==> src/rtl/relu_seq_ctrl.sv <==
// relu_seq_ctrl: walks a feature-map buffer (columns, then rows, then plane
// groups), drives the buffer reads, delays the read strobe to line up with the
// relu array input, and turns the relu q_en output into write-back addresses.
module relu_seq_ctrl #(
  parameter int INPUT_NUM    = 6,
  parameter int WDP          = 9,
  parameter int IMG_W        = 24,
  parameter int IMG_H        = 24,
  parameter int NUM_GROUPS   = 1,
  parameter int ROW_STRIDE   = 24,
  parameter int GROUP_STRIDE = 576,
  parameter int RD_LAT       = 1,
  parameter int ADDR_W       = 10
) (
  input  logic              clk,
  input  logic              rstn,
  input  logic              start,
  input  logic [ADDR_W-1:0] rd_base,
  input  logic [ADDR_W-1:0] wr_base,
  output logic              rd_en,
  output logic [ADDR_W-1:0] rd_addr,
  output logic              relu_en,
  input  logic              relu_q_en,
  output logic              wr_en,
  output logic [ADDR_W-1:0] wr_addr,
  output logic              busy,
  output logic              done
);

  localparam int N  = IMG_W * IMG_H * NUM_GROUPS;
  localparam int CW = (IMG_W > 1) ? $clog2(IMG_W) : 1;
  localparam int RW = (IMG_H > 1) ? $clog2(IMG_H) : 1;
  localparam int GW = (NUM_GROUPS > 1) ? $clog2(NUM_GROUPS) : 1;
  localparam int NW = (N > 1) ? $clog2(N) : 1;

  // Plane count and sample width only matter to the relu array; reject
  // configurations that cannot be sequenced at all.
  if (INPUT_NUM < 1 || WDP < 1 || RD_LAT < 1 || RD_LAT > 4 || ROW_STRIDE < IMG_W || N < 1) begin : g_cfg_err
    $error("relu_seq_ctrl: illegal parameter set");
  end

  typedef enum logic [1:0] {IDLE, RUN, DRAIN, DONE} state_e;

  state_e            state_q, state_d;
  logic [CW-1:0]     c_q, c_d;
  logic [RW-1:0]     r_q, r_d;
  logic [GW-1:0]     g_q, g_d;
  logic [ADDR_W-1:0] rd_addr_q, rd_addr_d;
  logic [ADDR_W-1:0] row_addr_q, row_addr_d;   // address of column 0 of the current row
  logic [ADDR_W-1:0] grp_addr_q, grp_addr_d;   // address of row 0 of the current group
  logic [ADDR_W-1:0] wr_addr_q, wr_addr_d;
  logic [NW-1:0]     wcnt_q, wcnt_d;
  logic [RD_LAT-1:0] vld_pipe_q, vld_pipe_d;

  logic c_last, r_last, g_last, last_rd, accept;

  assign c_last  = (c_q == CW'(IMG_W - 1));
  assign r_last  = (r_q == RW'(IMG_H - 1));
  assign g_last  = (g_q == GW'(NUM_GROUPS - 1));
  assign last_rd = c_last & r_last & g_last;
  assign accept  = (state_q == IDLE) & start;

  assign rd_en   = (state_q == RUN);
  assign busy    = (state_q != IDLE);
  assign done    = (state_q == DONE);
  assign wr_en   = relu_q_en & busy;
  assign rd_addr = rd_addr_q;
  assign wr_addr = wr_addr_q;
  assign relu_en = vld_pipe_q[RD_LAT-1];

  if (RD_LAT == 1) begin : g_pipe1
    assign vld_pipe_d = rd_en;
  end else begin : g_pipeN
    assign vld_pipe_d = {vld_pipe_q[RD_LAT-2:0], rd_en};
  end

  // Next-state: frame phases; DRAIN waits for the final write-back.
  always_comb begin
    state_d = state_q;
    case (state_q)
      IDLE:    if (start) state_d = RUN;
      RUN:     if (last_rd) state_d = DRAIN;
      DRAIN:   if (wr_en && wcnt_q == NW'(N - 1)) state_d = DONE;
      DONE:    state_d = IDLE;
      default: state_d = IDLE;
    endcase
  end

  // Read-address walk and write-back counter; strides are added incrementally
  // so no multiplier is needed, and everything wraps at 2^ADDR_W.
  always_comb begin
    c_d        = c_q;
    r_d        = r_q;
    g_d        = g_q;
    rd_addr_d  = rd_addr_q;
    row_addr_d = row_addr_q;
    grp_addr_d = grp_addr_q;
    wr_addr_d  = wr_addr_q;
    wcnt_d     = wcnt_q;
    if (accept) begin
      c_d        = '0;
      r_d        = '0;
      g_d        = '0;
      rd_addr_d  = rd_base;
      row_addr_d = rd_base;
      grp_addr_d = rd_base;
      wr_addr_d  = wr_base;
      wcnt_d     = '0;
    end else begin
      if (state_q == RUN) begin
        if (!c_last) begin
          c_d       = c_q + 1'b1;
          rd_addr_d = rd_addr_q + 1'b1;
        end else if (!r_last) begin
          c_d        = '0;
          r_d        = r_q + 1'b1;
          row_addr_d = row_addr_q + ADDR_W'(ROW_STRIDE);
          rd_addr_d  = row_addr_q + ADDR_W'(ROW_STRIDE);
        end else begin
          c_d        = '0;
          r_d        = '0;
          g_d        = g_last ? '0 : g_q + 1'b1;
          grp_addr_d = grp_addr_q + ADDR_W'(GROUP_STRIDE);
          row_addr_d = grp_addr_q + ADDR_W'(GROUP_STRIDE);
          rd_addr_d  = grp_addr_q + ADDR_W'(GROUP_STRIDE);
        end
      end
      if (wr_en) begin
        wcnt_d    = wcnt_q + 1'b1;
        wr_addr_d = wr_addr_q + 1'b1;
      end
    end
  end

  // State, counters, address registers and read-valid delay line.
  always_ff @(posedge clk or negedge rstn) begin
    if (!rstn) begin
      state_q    <= IDLE;
      c_q        <= '0;
      r_q        <= '0;
      g_q        <= '0;
      rd_addr_q  <= '0;
      row_addr_q <= '0;
      grp_addr_q <= '0;
      wr_addr_q  <= '0;
      wcnt_q     <= '0;
      vld_pipe_q <= '0;
    end else begin
      state_q    <= state_d;
      c_q        <= c_d;
      r_q        <= r_d;
      g_q        <= g_d;
      rd_addr_q  <= rd_addr_d;
      row_addr_q <= row_addr_d;
      grp_addr_q <= grp_addr_d;
      wr_addr_q  <= wr_addr_d;
      wcnt_q     <= wcnt_d;
      vld_pipe_q <= vld_pipe_d;
    end
  end

endmodule

==> config.mk <==
export PLATFORM = sky130hd
export DESIGN_NAME = relu_seq_ctrl
export DESIGN_NICKNAME = d
export VERILOG_FILES = /design/src/rtl/relu_seq_ctrl.sv
export SDC_FILE = /design/constraint.sdc
export NUM_CORES = 1
export LEC_CHECK = 0
export CAP_MARGIN = 20
export CORE_MARGIN = 1.5
export CORE_UTILIZATION = 40
export DETAILED_ROUTE_END_ITERATION = 8
export GPL_ROUTABILITY_DRIVEN = 0
export MAX_ROUTING_LAYER = met4
export PLACE_DENSITY = 0.65
export SYNTH_ARGS = -nofsm -noshare
export SYNTH_HDL_FRONTEND = slang
export SYNTH_SLANG_ARGS = --single-unit
==> constraint.sdc <==
create_clock -name clk -period 2.8 [get_ports clk]
set_input_delay 0.28 -clock clk [delete_from_list [all_inputs] [get_ports clk]]
set_output_delay 0.28 -clock clk [all_outputs]
set_load 0.01 [all_outputs]
==> impl_results.md <==
* Status: finished clean
* Critical path arrival at 2200 ps
* Mean Syn Cell Area at about 9.4 um2
* Mux share of post-synthesis cell area at 4.93%
* First-pass GRT wire length at 13.9 mm
* Mapped Area at 3450 um2
* CP max stage cell: clkdlybuf4s50_1
* Final nets at about 460
* Post-synth top flop: dfrtp_1
* Synth-to-layout area growth at 24.0%
* TritonRoute pass-1 iters at 4
* Die ar. at 9190 um2
* XOR/XNOR Fraction of Synth Area at 5.33%
* Synth Area in Simple Gates at about 20%
* Power per Cell Area at 526 nW/um2
* DP HPWL at 5.87 mm
* Internal cell power at 1.63 mW
* Critical path class: flop to output port
* Power share of the clock group at 35.3%
* Largest net degree at the start of global routing at about 40
* Synth top area share at 45.7%
* Hold Path Depth at 1
* Finished Core Util at between 50% and 60%
* Synth warn at 0
* Slew HR at about half
* Routed met1 length at 3.89 mm
* Hold crit path type: flop to flop
* RSZ-0062 raised after global routing: no
* Core Footprint at between 8000 and 9000 um2
* WP depth at 5
* IO Count at around 50
* Most frequent cells in the layout: dfrtp_1, nand2_1, clkdlybuf4s50_1
* CTS Root Cell: clkbuf_8
* H-tree levels at 3
* Clock Pin Slew Worst Setup and Hold Paths at ~70 ps
* Initial Util at 41.6%
* Via density per instance at between 5 and 6
* Part of the power in registers at 49.2%
* Worst-path cell chain: inv_1, ha_1, nand2b_1, inv_2, clkdlybuf4s50_1
* WL met3 at 490 um
* Max Used Layer: met4
* FMAX at around 400 MHz
* Sink Count at 63
* Post-Place Cells at 514
* Main combinational cell family by area after synthesis: simple AND/OR/NAND/NOR gates
* Comb pwr share at 15.5%
* Worst skew pair latency at between 300 and 400 ps
* Number of max-cap violations at 0
* DR WL/cell at 16.0 um
* Fillcell total at 778
* CTS Buf Count at 9
* Tmin final at between 2000 and 2500 ps
* Port Buffers at 48
* WL met2 at 4.05 mm
* Tcrit/Tclk final at 88.5%
* Clk buf depth at 2
* Leading post-synthesis cells by cell area: dfrtp_1, nand2_1, ha_1
* Cells after Synth at 369
* Die width at around 96 um
* # DRC at 0
* FP Rows at 33
* CP Data Required Time at 2520 ps
* Net Count, Synth at 404
* Setup skew after layout at 10.4 ps
* Static Leak at 1.85 nW
* Layout cells sized above 1 at under 10%
* Net Sw Frac at 27.6%
* Worst reg2reg path depth at 5
* WP buf/inv at 3
* Vias in the first global route at 2861
* CTS tree: built
* GRT Overall Usage at 20.4%
* Total wire length at between 8 and 9 mm
* Crit-path max cell delay at 550 ps
* Commonest non-fill, non-tap cell in the layout: dfrtp_1
* Final setup fails at 0
* Post-synth EDFFs at 0
* Initial antenna violation count at 0
* Post-Layout Cell Count at roughly 530
* Setup TNS at 0 ps
* Post-Synth Adder-Cell Area at 3.99%
* Slew Viols, Final at 0
* Post-cts repair resize count at 0
* Most area-hungry cell type in the Yosys netlist: dfrtp_1
* Initial DRC count at ~200
* Diode count at 0
* FF+latch area at 1580 um2
* Synth Area in Compound Gates at 16.5%
* Routed via count at 3029
* CP Launch Type: flop
* GRT Residual Overflow at 0
* FF+latch count, synth at 63
* Crit-path leading delay family: buffers and inverters
* Max VDD drop at 366 uV
* Final hold violation count at 0
* Sw power at 622 uW
* Die Ht at roughly 96 um
* Sequential cell area fraction in the yosys report at 45.7%
* Multi-input combinational cell area at 1770 um2
* Netlist cell types at 53
* Worst-Margin Slew at 775 ps
* Ys async rst share at 100%
* CP endpoint kind: output port
* Routed Antenna Nets at 0
* Maximum fanout along the worst path at 12
[flip-flops by register name, summed over array words and instances, names as in the netlist]
signal / cells
rd_addr: 10
c_q: 5
state_q: 2
relu_en: 1
grp_addr_q: 10
wr_addr: 10
row_addr_q: 10
wcnt_q: 10
r_q: 5
[timing repair]
item,in CTS,in global routing
buffers inserted,0,0
endpoints found under the setup margin,0,0
hold endpoints to repair,23,0
hold buffers,1,0
[area by class of cell]
class | instances | share of cell area (%)
Clock buffer | 11 | 3.30
Clock inverter | 5 | 1.34
Inverter | 8 | 0.702
Multi-Input combinational cell | 280 | 41.4
Sequential cell | 63 | 36.8
Tap cell | 105 | 3.07
Timing Repair Buffer | 59 | 13.4
[cell families after synthesis]
family,after synthesis
and+or+nand+nor,145
AOI/OAI and AO/OA,87
adders and majority gates,11
muxes,16
buffers and inverters,26
xor gates and xnor gates,21
DFF,63
[through the flow]
| stage | power, mW | hold slack [ps] | instance area (um2) | setup slack, ps |
|---|---|---|---|---|
| global placement | 1.47 | 305 | 4070 | 666 |
| CTS | 2.28 | 471 | 4280 | 305 |
| floorplan | 1.27 | -15.6 | 3450 | 1010 |
| global route | 2.38 | 462 | 4280 | 209 |
| finish | 2.25 | 465 | 4280 | 322 |
| detailed placement | 1.48 | 303 | 4070 | 595 |
[layer usage]
metal  global-route usage (%)  vias to the layer above
met5                        -                        -
met4                     5.76                        0
met3                     5.92                        8
met2                     31.6                       94
met1                     25.9                     1483
li1                         -                     1444
[path summary, 6_finish.rpt]
check / from / endpoint / slack, ps
worst min register to register: wcnt_q[9] / wcnt_q[9] / 460
worst min-delay path: wcnt_q[9] / wcnt_q[9] / 460
worst max-delay path: state_q[0] / wr_en / 320
max in group asynchronous: rstn / row_addr_q[3] / 1670
min in group asynchronous: rstn / state_q[1] / 510
worst max register to register: r_q[0] / rd_addr[2] / 520
[worst reg2reg max path: cells and delay by family, from the launching register on]
| kind | cells | cell delay, ps |
|---|---|---|
| flops | 1 | 400 |
| mux | 1 | 400 |
| fa+ha+maj | 1 | 230 |
| simple gates | 1 | 720 |
| compound gates | 2 | 410 |
[synthesized netlist by cell type, types with 3 or more instances]
master    number
nor2_1        24
nor4_1         6
buf_2          6
a21oi_1       16
xor2_1        14
dfrtp_1       63
nand4_1        9
xnor2_1        7
nor3_1         6
and3_1         5
clkbuf_1       8
nand2_1       57
and2_1         3
ha_1          11
o21ai_1       19
or3_1          4
mux2_1         4
mux2i_1       11
nand3_1       16
o21ai_0       10
and4b_1        3
inv_1          6
a31oi_1        5
nand4b_1       3
o31ai_1        5
buf_1          4
o211ai_1       9
o211a_1        4
[power groups by stage]
stage	Combinational, mW	Sequential [mW]	Clock [mW]
floorplan	0.149	1.12	0
global placement	0.344	1.12	0
detailed placement	0.355	1.12	0
CTS	0.356	1.11	0.818
global route	0.389	1.12	0.863
finish	0.349	1.11	0.794
(Power assumes the default switching activity.)
